[config.mk]
export PLATFORM = sky130hd
export DESIGN_NAME = cc_orient_ctrl
export DESIGN_NICKNAME = d
export VERILOG_FILES = /design/src/rtl/cc_pkg.sv /design/src/rtl/cc_sync_deb.sv /design/src/rtl/cc_orient_ctrl.sv
export SDC_FILE = /design/constraint.sdc
export NUM_CORES = 1
export LEC_CHECK = 0
export CAP_MARGIN = 40
export CELL_PAD_IN_SITES_DETAIL_PLACEMENT = 0
export CELL_PAD_IN_SITES_GLOBAL_PLACEMENT = 1
export CORE_MARGIN = 4
export CORE_UTILIZATION = 30
export CTS_CLUSTER_DIAMETER = 60
export DETAILED_ROUTE_END_ITERATION = 10
export PLACE_DENSITY = 0.67
export SLEW_MARGIN = 0
export SYNTH_ARGS = -nofsm -noshare
export SYNTH_HDL_FRONTEND = slang
export SYNTH_HIERARCHICAL = 1
export SYNTH_SLANG_ARGS = --single-unit
[constraint.sdc]
create_clock -name clock -period 2.2 [get_ports clock]
set_input_delay 0.44 -clock clock [delete_from_list [all_inputs] [get_ports clock]]
set_output_delay 0.44 -clock clock [all_outputs]
set_load 0.03 [all_outputs]
[src/rtl/cc_pkg.sv]
// rtl/cc_pkg.sv - shared types and cycle-count helper for the CC orientation controller
package cc_pkg;

  typedef enum logic [1:0] {
    IDLE   = 2'd0,
    SAMPLE = 2'd1,
    LOCKED = 2'd2
  } cc_state_e;

  // Converts a duration into clock cycles: khz * t / div, evaluated in 32 bits.
  function automatic logic [31:0] cc_cycles(input logic [31:0] khz,
                                            input logic [31:0] t,
                                            input logic [31:0] div);
    return (khz * t) / div;
  endfunction

endpackage

[src/rtl/cc_sync_deb.sv]
// rtl/cc_sync_deb.sv - two-flop synchroniser and stability counter for both CC comparators
module cc_sync_deb #(
  parameter int unsigned DEB_CYC = 10
) (
  input  logic clock,
  input  logic nrst,
  input  logic phy_in_cc1,
  input  logic phy_in_cc2,
  output logic sc1,
  output logic sc2,
  output logic stable
);

  localparam int unsigned CW = (DEB_CYC > 0) ? $clog2(DEB_CYC + 1) : 1;
  localparam logic [CW-1:0] DEB_MAX = CW'(DEB_CYC);

  logic [1:0]    meta_q, sync_q, prev_q;
  logic [CW-1:0] cnt_q, cnt_d;
  logic          chg;

  always_ff @(posedge clock or negedge nrst) begin
    if (!nrst) begin
      meta_q <= 2'b00;
      sync_q <= 2'b00;
      prev_q <= 2'b00;
      cnt_q  <= '0;
    end else begin
      meta_q <= {phy_in_cc2, phy_in_cc1};
      sync_q <= meta_q;
      prev_q <= sync_q;
      cnt_q  <= cnt_d;
    end
  end

  // A change seen this cycle also masks a saturated count from the old value.
  always_comb begin
    chg   = (sync_q != prev_q);
    cnt_d = cnt_q;
    if (chg) begin
      cnt_d = '0;
    end else if (cnt_q != DEB_MAX) begin
      cnt_d = cnt_q + 1'b1;
    end
  end

  assign sc1    = sync_q[0];
  assign sc2    = sync_q[1];
  assign stable = (cnt_q == DEB_MAX) && !chg;

endmodule

[src/rtl/cc_orient_ctrl.sv]
// rtl/cc_orient_ctrl.sv - CC orientation detection FSM, recheck timer and BMC path steering
module cc_orient_ctrl
  import cc_pkg::*;
#(
  parameter int unsigned SYSTEM_KHZ   = 200000,
  parameter int unsigned DEBOUNCE_US  = 20,
  parameter int unsigned SAMPLE_TO_US = 200,
  parameter int unsigned RECHECK_MS   = 10,
  parameter bit          RX_MASK      = 1'b1
) (
  input  logic       clock,
  input  logic       nrst,
  output logic       cc_din,
  input  logic       cc_dout,
  input  logic       cc_check,
  input  logic       cc_io_ctrl,
  output logic       cc_lock,
  output logic [1:0] cc_orient,
  output logic       orient_flip,
  output logic       lock_lost,
  input  logic       phy_in_cc1,
  input  logic       phy_in_cc2,
  output logic       phy_out_en,
  output logic       phy_out_cc1,
  output logic       phy_out_cc2,
  output logic       phy_debug_cc1,
  output logic       phy_debug_cc2
);

  localparam int unsigned DEB_CYC = cc_cycles(SYSTEM_KHZ, DEBOUNCE_US, 1000);
  localparam int unsigned TO_CYC  = cc_cycles(SYSTEM_KHZ, SAMPLE_TO_US, 1000);
  localparam int unsigned RCK_CYC = cc_cycles(SYSTEM_KHZ, RECHECK_MS, 1);
  localparam int unsigned TW = (TO_CYC > 0) ? $clog2(TO_CYC + 1) : 1;
  localparam int unsigned RW = (RCK_CYC > 0) ? $clog2(RCK_CYC + 1) : 1;
  localparam logic [TW-1:0] TO_LAST  = TW'((TO_CYC > 0) ? TO_CYC - 1 : 0);
  localparam logic [RW-1:0] RCK_LAST = RW'((RCK_CYC > 0) ? RCK_CYC - 1 : 0);
  localparam bit            RCK_EN   = (RCK_CYC != 0);

  logic sc1, sc2, stable;

  cc_sync_deb #(.DEB_CYC(DEB_CYC)) u_sync_deb (
    .clock      (clock),
    .nrst       (nrst),
    .phy_in_cc1 (phy_in_cc1),
    .phy_in_cc2 (phy_in_cc2),
    .sc1        (sc1),
    .sc2        (sc2),
    .stable     (stable)
  );

  cc_state_e     state_q, state_d;
  logic          lock_q, lock_d;
  logic [1:0]    orient_q, orient_d;
  logic          pend_q, pend_d;
  logic          flip_q, flip_d;
  logic          lost_q, lost_d;
  logic [TW-1:0] to_q, to_d;
  logic [RW-1:0] rck_q, rck_d;
  logic          rck_run, rck_exp;
  logic [1:0]    r;
  cc_state_e     home;

  always_ff @(posedge clock or negedge nrst) begin
    if (!nrst) begin
      state_q  <= IDLE;
      lock_q   <= 1'b0;
      orient_q <= 2'b00;
      pend_q   <= 1'b0;
      flip_q   <= 1'b0;
      lost_q   <= 1'b0;
      to_q     <= '0;
      rck_q    <= '0;
    end else begin
      state_q  <= state_d;
      lock_q   <= lock_d;
      orient_q <= orient_d;
      pend_q   <= pend_d;
      flip_q   <= flip_d;
      lost_q   <= lost_d;
      to_q     <= to_d;
      rck_q    <= rck_d;
    end
  end

  // lock_q only changes on evaluation, so it also records the state SAMPLE returns to.
  always_comb begin
    state_d  = state_q;
    lock_d   = lock_q;
    orient_d = orient_q;
    pend_d   = pend_q;
    flip_d   = 1'b0;
    lost_d   = 1'b0;
    to_d     = '0;
    rck_d    = rck_q;
    r        = {sc2, sc1} & {2{sc2 ^ sc1}};
    home     = lock_q ? LOCKED : IDLE;
    rck_run  = !cc_io_ctrl && (state_q != SAMPLE);
    rck_exp  = RCK_EN && rck_run && (rck_q == RCK_LAST);
    if (rck_run) begin
      rck_d = rck_exp ? '0 : rck_q + 1'b1;
    end
    case (state_q)
      IDLE, LOCKED: begin
        pend_d = pend_q | cc_check | rck_exp;
        if (pend_q && !cc_io_ctrl) begin
          state_d = SAMPLE;
          pend_d  = 1'b0;
        end
      end
      SAMPLE: begin
        rck_d  = '0;
        pend_d = 1'b0;
        to_d   = to_q + 1'b1;
        if (cc_io_ctrl) begin
          state_d = home;
          pend_d  = 1'b1;
        end else if (stable) begin
          state_d  = (r != 2'b00) ? LOCKED : IDLE;
          lock_d   = (r != 2'b00);
          orient_d = r;
          flip_d   = lock_q && (r != 2'b00) && (r != orient_q);
          lost_d   = lock_q && (r == 2'b00);
        end else if (to_q == TO_LAST) begin
          state_d = home;
        end
      end
      default: state_d = IDLE;
    endcase
  end

  assign cc_lock       = lock_q;
  assign cc_orient     = orient_q;
  assign orient_flip   = flip_q;
  assign lock_lost     = lost_q;
  assign phy_out_en    = !cc_io_ctrl;
  assign phy_out_cc1   = orient_q[0] & cc_dout & cc_io_ctrl;
  assign phy_out_cc2   = orient_q[1] & cc_dout & cc_io_ctrl;
  assign phy_debug_cc1 = sc1;
  assign phy_debug_cc2 = sc2;
  assign cc_din = cc_io_ctrl ? 1'b1
                : (RX_MASK && lock_q) ? |(orient_q & {sc2, sc1})
                : (sc1 | sc2);

endmodule

==> flow_summary.toml <==
[setup_path]
worst-endpoint-arrival_ns = 2.46
worst-setup-path-type = "register to register"
max_fo_critical_path = 4
cpMostUsedCell = "or4_4"
crit_path_start_kind = "register"
worstSetupEndpointType = "register"
crit_chain = "or4_4 > or4_4 > or2_4 > nor3b_2 > a221o_1"
slowest_cp_cell = "or4_4"
critical_path.max_stage_delay_ns = 0.53
worst-endpoint-required_ns = 2.42

[cts]
clock_tree.buffer_depth = 2
cts_buffers = 9
htree_num_levels = 3
tritoncts = "done"
cts.clk_slew.worst_paths_ns = 0.07
ctsHoldBuffers = 0
cts.root.buffer_cell = "clkbuf_8"
worst_skew_pair.late_latency_ns = 0.34
clock_sinks = 63
postCtsSetupBuffers = 0

[pwr]
pwr_density_cell_nw_per_um2 = 694.8
cellInternalPower_w = 0.001909
power_frac_comb = 0.184
ir_drop_mv = 0.2751
total_switching_power_w = 0.0008359
switching_share = 0.3046
power.share.clock = 0.340
share_seq_of_total_power = 0.476
static-leakage-power_nw = 1.686

[synthesis]
yosys_warnings = 6
synth.yosys.seq_area_share = 0.4855
syn_area_um2 = 3247
postSynthNetCount = 340
post_synth_inst_count = 326
yosys.cell_types.count = 58
synth_edf_count = 0
fraction_of_synthesis_flops_using_an_asynchronous_set_or_reset_pin = 1.000
postSynthRegisterBits = 63
synth_area_per_cell_um2 = 9.960
postSynth.topFlopCell = "dfrtp_1"

[die]
initial_core_util = 0.3117
dieArea_um2 = 12550
ios = 18
chipWidth_um = 112.0
coreArea_um2 = 10420
num_rows = 37
die-height_um = 112.0

[cells_and_area]
synthesis_to_finish_area_growth_pct = 21.66
final_core_util = 0.3792
antenna-diode-count = 0
final_nets = 390
post_layout_nonfiller_instances = 516
final_layout_size_suffix_gt1_frac = 0.1921

[sta]
timing.fmax_mhz = 446.5
timing.clock.skew_ns = 0.01011
layout_min_cycle_time_ns = 2.240
timing.setup.tns_ns = -0.03975
drv_slew = 0
fin_ws_ns = -0.03975
post-route-period-util = 1.018
endpoints_failing_hold = 0
finalSetupViolations = 1
grt_setup_unrepaired = "true"
timing_worst_slew_pin_value_ns = 0.5326
slew_headroom = 0.6417

[grt]
track_usage = 0.1239
first_global_vias = 2599
grt_pass1_wl_um = 12880
grt_overflow = 0
grt_start_max_net_pins = 38
antenna_violations_before_repair = 0

[route]
detail_route.wirelength_um = 7347
drt_drc_violations_left = 0
drtAntennaViolNets = 0
number_of_vias_per_cell_after_detailed_routing = 5.039
detailedRoute.firstPassIterationCount = 4
route.detailed.wl_per_inst_um = 14.24
detail_route.iter0.violations = 122
detailroute.via_count = 2600

[place]
port_buffers = 17
dp_cells = 501
place_ws_ns = -0.03146
detailed_placement_hpwl_um = 5198
routabilityCongestion = 0.8206

[min_path]
holdCritPathClass = "primary input to async pin"

[run_status]
violations = "setup timing"
outcome = "finished with violations"

[flow_run]
maxCapViolations = 0
## timing repair
item | in CTS | in global routing
hold endpoints to repair | 0 | 0
gates resized for setup | 1 | 4
pin swaps | 1 | 0
endpoints found under the setup margin | 2 | 9
## layout make-up
type / count / area (um2)
clock inverter: 3 / 17.52
tap: 136 / 170.2
clock buffer: 12 / 165.2
multi-input combinational: 250 / 1608
fill: 1077 / 6466
sequential: 63 / 1577
inverter: 6 / 22.52
timing repair buffer: 46 / 390.4
## kinds of logic (layout without fill, tap and decap cells)
family                   after synthesis  after routing  synth area share
AND/OR/NAND/NOR                      158            158            0.2686
flip-flops                            63             63            0.4855
AO/OA/AOI/OAI                         58             58            0.1179
XOR/XNOR                              21             21           0.05665
buffers and inverters                 13             67           0.02428
adder cells (fa/ha/maj)                7              7           0.02697
multiplexers                           6              6           0.02004
## synthesized netlist by cell type (7+ instances only)
cell type / number / area share
o21ai_0: 20 / 0.031
and3_1: 7 / 0.013
nor3_1: 8 / 0.012
xor2_1: 14 / 0.038
dfrtp_1: 63 / 0.49
a21oi_1: 10 / 0.015
xnor2_1: 7 / 0.019
ha_1: 7 / 0.027
nand3_1: 23 / 0.035
or3_1: 9 / 0.017
nand2_1: 37 / 0.043
nor2_1: 27 / 0.031
## state kept, by name, indices dropped and copies added, names as in the netlist, 2 cells and up
| name | count |
|---|---|
| u_sync_deb/meta_q | 2 |
| state_q | 2 |
| rck_q | 21 |
| cc_orient | 2 |
| u_sync_deb/cnt_q | 12 |
| to_q | 16 |
| u_sync_deb/prev_q | 2 |
| u_sync_deb/sync_q | 2 |
## per-stage QoR
step | total power (W) | instance area (um2) | hold WS (ns)
5_1_grt | 0.002904 | 3950 | 0.04939
3_3_place_gp | 0.001819 | 3749 | 0.3325
2_1_floorplan | 0.001621 | 3247 | 0.1444
4_1_cts | 0.002779 | 3930 | 0.03344
3_5_place_dp | 0.001824 | 3749 | 0.3371
6_report | 0.002745 | 3950 | 0.03153
## critical path, delay by kind of cell (launching register included)
kind / cells / cell delay [ns]
AO/OA/AOI/OAI: 1 / 0.27
flip-flops: 1 / 0.38
AND/OR/NAND/NOR: 4 / 1.47
## layout by cell type (no fill, tap or decap), drive strengths merged, types with 3 or more instances in the layout
master	count
clkbuf	12
nand4	7
ha	7
or3	13
inv	5
mux2	4
nor3b	3
xnor2	7
nor2b	3
a22o	3
nor2	28
nor3	9
nand2	37
xor2	14
clkdlybuf4s50	12
a21o	3
or4	5
dfrtp	63
o21ai	22
a21oi	10
nand3	23
nand4b	3
o31ai	5
and4	3
clkinv	3
buf	33
and3	8
nor4	4
## per-layer routing
metal,wire length (um),up-vias,global-route usage
met3,267,6,0.03666
li1,-,1286,-
met2,3463,38,0.1950
met5,0,-,0
met1,3572,1270,0.1702
met4,44,0,0.02644
## path summary, 6_finish.rpt
check	start	to	slack, ns	depth (start not counted)
setup / recovery	rck_q[16]	rck_q[15]	-0.04	5
hold / removal	nrst	to_q[12]	0.03	1
setup reg to reg	rck_q[16]	rck_q[15]	-0.04	5
hold reg to reg	u_sync_deb/meta_q[1]	u_sync_deb/sync_q[1]	0.35	0
max in group asynchronous	nrst	u_sync_deb/sync_q[1]	1.62	2
min in group clock	u_sync_deb/meta_q[1]	u_sync_deb/sync_q[1]	0.35	0
## power by group through the flow
stage | registers, W | clock network, W | logic (W)
floorplan | 0.00131 | 0 | 0.000312
global placement | 0.00132 | 0 | 0.000499
detailed placement | 0.00132 | 0 | 0.000503
CTS | 0.00130 | 0.000976 | 0.000503
global route | 0.00132 | 0.00102 | 0.000568
finish | 0.00131 | 0.000934 | 0.000504
No activity file was read; power rests on OpenSTA's default activity.
